<file path="config.mk">
export PLATFORM = sky130hd
export DESIGN_NAME = hex_scroller
export DESIGN_NICKNAME = d
export VERILOG_FILES = /design/src/rtl/hex_scroller.sv
export SDC_FILE = /design/constraint.sdc
export NUM_CORES = 1
export LEC_CHECK = 0
export CAP_MARGIN = 25
export CELL_PAD_IN_SITES_DETAIL_PLACEMENT = 1
export CELL_PAD_IN_SITES_GLOBAL_PLACEMENT = 2
export CORE_MARGIN = 2
export CORE_UTILIZATION = 30
export CTS_CLUSTER_SIZE = 16
export DETAILED_ROUTE_END_ITERATION = 8
export PLACE_DENSITY_LB_ADDON = 0.12
export SYNTH_ARGS = -nofsm -noshare
export SYNTH_HDL_FRONTEND = slang
export SYNTH_SLANG_ARGS = --single-unit
</file>
<file path="constraint.sdc">
create_clock -name clk -period 7.6 [get_ports clk]
set_input_delay 0.76 -clock clk [delete_from_list [all_inputs] [get_ports clk]]
set_output_delay 0.76 -clock clk [all_outputs]
set_load 0.05 [all_outputs]
</file>
<file path="src/rtl/hex_scroller.sv">
// Scrolling message controller for six seven-segment displays: an 8-nibble
// circular buffer shown through a 6-digit window that steps every DIV cycles.
module hex_scroller #(
    parameter int unsigned DIV = 50000000
) (
    input  logic       clk,
    input  logic       reset,
    input  logic       wr_en,
    input  logic [2:0] wr_addr,
    input  logic [3:0] wr_data,
    input  logic       start,
    input  logic       stop,
    input  logic       dir,
    output logic       busy,
    output logic       tick,
    output logic [2:0] pos,
    output logic [6:0] HEX5,
    output logic [6:0] HEX4,
    output logic [6:0] HEX3,
    output logic [6:0] HEX2,
    output logic [6:0] HEX1,
    output logic [6:0] HEX0
);

    localparam int unsigned DW = (DIV > 1) ? $clog2(DIV) : 1;
    localparam logic [DW-1:0] DIV_LAST = DW'(DIV - 1);
    localparam logic [6:0]    BLANK    = 7'h7F;

    typedef enum logic [1:0] {
        IDLE = 2'd0,
        RUN  = 2'd1,
        HOLD = 2'd2
    } state_t;

    state_t        state_q, state_d;
    logic [DW-1:0] div_q, div_d;
    logic [2:0]    pos_q, pos_d;
    logic          tick_q, tick_d;
    logic          busy_q, busy_d;
    logic [3:0]    msg_q [8];
    logic [3:0]    msg_d [8];
    logic [6:0]    hex_q [6];
    logic [6:0]    hex_d [6];

    // Active-low segments, bit 0 = a ... bit 6 = g.
    function automatic logic [6:0] seg7(input logic [3:0] d);
        logic [6:0] s;
        case (d)
            4'h0: s = 7'h40;
            4'h1: s = 7'h79;
            4'h2: s = 7'h24;
            4'h3: s = 7'h30;
            4'h4: s = 7'h19;
            4'h5: s = 7'h12;
            4'h6: s = 7'h02;
            4'h7: s = 7'h78;
            4'h8: s = 7'h00;
            4'h9: s = 7'h10;
            4'hA: s = 7'h08;
            4'hB: s = 7'h03;
            4'hC: s = 7'h46;
            4'hD: s = 7'h21;
            4'hE: s = 7'h06;
            default: s = 7'h0E;
        endcase
        return s;
    endfunction

    // NOTE: every signal written here gets a default first, so no path can infer a latch.
    always_comb begin
        state_d = state_q;
        div_d   = div_q;
        pos_d   = pos_q;
        tick_d  = 1'b0;
        msg_d   = msg_q;
        if (wr_en) begin
            msg_d[wr_addr] = wr_data;
        end

        case (state_q)
            IDLE: begin
                div_d = '0;
                if (start && !stop) begin
                    state_d = RUN;
                end
            end
            RUN: begin
                // The step on terminal count happens even if stop arrives the same cycle.
                if (div_q == DIV_LAST) begin
                    div_d  = '0;
                    tick_d = 1'b1;
                    pos_d  = dir ? (pos_q - 3'd1) : (pos_q + 3'd1);
                end else begin
                    div_d = div_q + DW'(1);
                end
                if (stop) begin
                    state_d = HOLD;
                end
            end
            HOLD: begin
                if (start && !stop) begin
                    state_d = RUN;
                end
            end
            default: state_d = IDLE;
        endcase

        busy_d = (state_d == RUN);

        for (int i = 0; i < 6; i++) begin
            hex_d[i] = (state_q == IDLE) ? BLANK : seg7(msg_q[pos_q + 3'(5 - i)]);
        end
    end

    // NOTE: sequential state uses non-blocking assignments only; blocking here would race with readers.
    always_ff @(posedge clk) begin
        if (reset) begin
            state_q <= IDLE;
            div_q   <= '0;
            pos_q   <= '0;
            tick_q  <= 1'b0;
            busy_q  <= 1'b0;
            // NOTE: the message buffer is architecturally visible, so it is reset like any other register.
            msg_q   <= '{default: '0};
            hex_q   <= '{default: BLANK};
        end else begin
            state_q <= state_d;
            div_q   <= div_d;
            pos_q   <= pos_d;
            tick_q  <= tick_d;
            busy_q  <= busy_d;
            msg_q   <= msg_d;
            hex_q   <= hex_d;
        end
    end

    assign busy = busy_q;
    assign tick = tick_q;
    assign pos  = pos_q;
    assign HEX5 = hex_q[5];
    assign HEX4 = hex_q[4];
    assign HEX3 = hex_q[3];
    assign HEX2 = hex_q[2];
    assign HEX1 = hex_q[1];
    assign HEX0 = hex_q[0];

endmodule

</file>
==> flow_summary.yaml <==
outcome:
  run_status: "complete, no violations"
worst_setup_path:
  r2r-start: "pos[1]$_SDFFE_PP0P_"
  worst_r2r_path_depth: 7
  ff2ff_setup_slack_ns: 3.11
  cpMaxStageDelayCell: "sky130_fd_sc_hd__ha_1"
  regToRegEndpoint: "HEX4[0]$_SDFF_PP1_"
  worst-path-stages: 7
  critPathBufInv: 1
  timing.critical_path.fanout_max: 20
  required_ns: 7.83
  timing.critical_path.from: "pos[1]$_SDFFE_PP0P_"
  worstSetupStartpointType: "flop"
  critical_path.max_stage_delay_ns: 1.03
  worst_setup_path_endpoint: "HEX4[0]$_SDFF_PP1_"
  critPathCaptureType: "flop"
  worst-setup-path-type: "reg -> reg"
  crit_chain: "clkinv_1 > ha_1 > mux4_2 > mux2i_1 > or2b_4 > a21oi_1 > o21ai_1"
  critical-path-top-delay-family: "multiplexers"
  critical_path_arrival_ns: 4.72
pwr:
  worst_vdd_rail_ir_drop_mv: 0.09369
  total_power_mw: 1.190
  power_density_mw_per_mm2: 156.4
  power.static_leakage_nw: 2.823
routing:
  wire_per_inst_um: 18.82
  first_iter_violations: 333
  remaining_drc_errors: 0
  via_cell_ratio: 5.358
  drt_pre_antenna_iters: 4
  antenna_violating_nets_post_route: 0
  total_number_of_vias: 5337
  drt-total-wl_um: 18750
clock_network:
  clk_latency_ns: 0.36
  cts_setup_buffers: 0
  clock_sink_count: 107
  hold_buffers: 0
  cts.reportedPaths.clkPinSlew_ns: 0.08
  cts_inserted_buffers: 9
  cts_tree: "built"
  ctsRootBufferMaster: "sky130_fd_sc_hd__clkbuf_16"
  clock_tree.buffer_depth: 2
  post_cts.resized_instances: 0
  htree_levels: 3
yosys:
  postSynthRegisterBits: 107
  synth_area_leader: "sky130_fd_sc_hd__dfxtp_1"
  dominantRegCellSynth: "sky130_fd_sc_hd__dfxtp_1"
  seq_area_frac_synth_pct: 32.62
  syn_inst: 679
  synth_area_per_cell_um2: 9.672
  synth-edff-count: 0
  netlist_top_cells_area: "sky130_fd_sc_hd__dfxtp_1, sky130_fd_sc_hd__mux4_2, sky130_fd_sc_hd__mux2i_1"
  synth_cell_types: 62
  post_syn_area_mm2: 0.006568
  yosys_warnings: 0
  net_count_synth: 735
  ys_async_sr_fraction_pct: 0
  yosys_top_cell_area_share_pct: 32.62
timing:
  max_clock_freq_mhz: 222.9
  setup_repair_after_global_routing_missed_its_margin: "false"
  finalHoldViolations: 0
  relSlewSlack_pct: 29.36
  final.hold.worst_slack_ns: 0.5055
  fin_setup_tns_ns: 0
  worstMarginPinSlew_ns: 1.060
  slew_violations: 0
  final_min_period_over_clock_period_pct: 59.04
  finalSetupViolCount: 0
  timing.final.crit_period_ns: 4.487
  worst_clock_skew_ns: 0.01002
place:
  post_dp_cell_area_mm2: 0.007316
  dp_hpwl_um: 13830
  routabilityCongestion: 0.8063
  io_buffers: 59
final_layout:
  nets: 767
  antennaDiodeCount: 0
  layout.cells.most_common_list: "sky130_fd_sc_hd__dfxtp_1, sky130_fd_sc_hd__nand2_1, sky130_fd_sc_hd__mux2i_1, sky130_fd_sc_hd__nor2_1, sky130_fd_sc_hd__clkdlybuf4s50_1"
  finish.instance_area_mm2: 0.007609
  multi_input_comb_area_mm2: 0.004101
  drive_above_1_share_pct: 12.15
  seqCellArea_mm2: 0.002143
  most_common_cell_after_layout_fill_and_taps_aside: "sky130_fd_sc_hd__dfxtp_1"
  area_delta_synth_final_pct: 15.85
  layout.filler_cells: 2453
  final_util_pct: 35.08
worst_hold_path:
  worst_hold_path_type: "reg -> reg"
run:
  max-cap-violations: 0
floorplan:
  ports: 60
  core-area_mm2: 0.02169
  die_w_um: 152.0
  floorplan.die.height_um: 152.0
  starting_density_of_the_core_pct: 30.28
  rows: 54
  design.die.area_mm2: 0.02309
global_routing:
  antenna_found_initial: 0
  first_global_vias: 5697
  grt_start_max_net_pins: 67
  grt.total_usage_pct: 16.43
  globalRoute.totalOverflow: 0
  grt_pass1_wl_um: 30950
[per-stage QoR]
| stage | setup WS [ns] | std cells |
|---|---|---|
| 6_report | 3.113 | 996 |
| 5_1_grt | 2.764 | 996 |
| 4_1_cts | 3.123 | 994 |
| 3_5_place_dp | 3.128 | 978 |
| 3_3_place_gp | 3.379 | 978 |
| 2_1_floorplan | 3.419 | 679 |
[area by class of cell]
| class | instances | area share, % |
|---|---|---|
| multi-input combinational | 502 | 53.91 |
| sequential | 107 | 28.17 |
| timing repair buffer | 67 | 8.485 |
| tap | 280 | 4.605 |
| clock buffer | 9 | 2.960 |
| inverter | 24 | 1.184 |
| clock inverter | 7 | 0.6907 |
[layer usage]
| metal | track usage [%] | vias up | share of wire (%) |
|---|---|---|---|
| met5 | 0 | - | 0 |
| met4 | 6.053 | 0 | 1.9 |
| met3 | 2.767 | 24 | 3.5 |
| met2 | 29.79 | 99 | 52 |
| met1 | 19.42 | 2679 | 43 |
| li1 | - | 2535 | - |
[cells by family after synthesis]
kind of cell / Yosys count / synth area share [%]
adders and majority gates: 43 / 8.192
xor gates and xnor gates: 9 / 1.886
DFF: 107 / 32.62
and+or+nand+nor: 216 / 15.76
AOI/OAI and AO/OA: 123 / 12.82
muxes: 111 / 23.68
buffers and inverters: 70 / 5.048
[synthesized netlist by cell type, drive strengths merged, types with 6 or more instances]
cell type and number:
dfxtp 107, mux2i 67, nand2 66, nor2 64
ha 43, mux4 32, buf 24, o21ai 24
a21oi 23, clkbuf 22, inv 22, nand2b 14
o221ai 14, nand3 13, nor3 13, mux2 12
a31oi 11, o211ai 9, a311oi 7, and3 6
nor2b 6
[worst min-delay path by stage]
stage / start / cells past startpoint / endpoint / slack (ns)
global placement: div_q[22]$_SDFFE_PP0P_ / 1 / div_q[22]$_SDFFE_PP0P_ / 0.46
global route: div_q[22]$_SDFFE_PP0P_ / 1 / div_q[22]$_SDFFE_PP0P_ / 0.51
finish: div_q[5]$_SDFFE_PP0P_ / 2 / div_q[5]$_SDFFE_PP0P_ / 0.51
CTS: div_q[22]$_SDFFE_PP0P_ / 1 / div_q[22]$_SDFFE_PP0P_ / 0.50
detailed placement: div_q[23]$_SDFFE_PP0P_ / 1 / div_q[23]$_SDFFE_PP0P_ / 0.49
floorplan: div_q[25]$_SDFFE_PP0P_ / 1 / div_q[25]$_SDFFE_PP0P_ / 0.44
[flip-flops by register name (all words and copies together), names as in the netlist, 2 cells and up]
register and flops:
HEX0 7, HEX3 7, msg_q 32, pos 3, HEX5 7, div_q 26
HEX1 7, HEX4 7, HEX2 7, state_q 2
[worst register-to-register path, stage by stage, from the launching register on]
cell	delay, ns
sky130_fd_sc_hd__dfxtp_1	0.90
sky130_fd_sc_hd__clkinv_1	0.51
sky130_fd_sc_hd__ha_1	1.03
sky130_fd_sc_hd__mux4_2	0.62
sky130_fd_sc_hd__mux2i_1	0.69
sky130_fd_sc_hd__or2b_4	0.37
sky130_fd_sc_hd__a21oi_1	0.16
sky130_fd_sc_hd__o21ai_1	0.08
[power breakdown]
group	internal, mW	switching (mW)
Combinational	0.0525	0.0917
Sequential	0.575	0.0119
Clock	0.225	0.234
Total	0.853	0.337
Power figures use the tool's default switching activity.
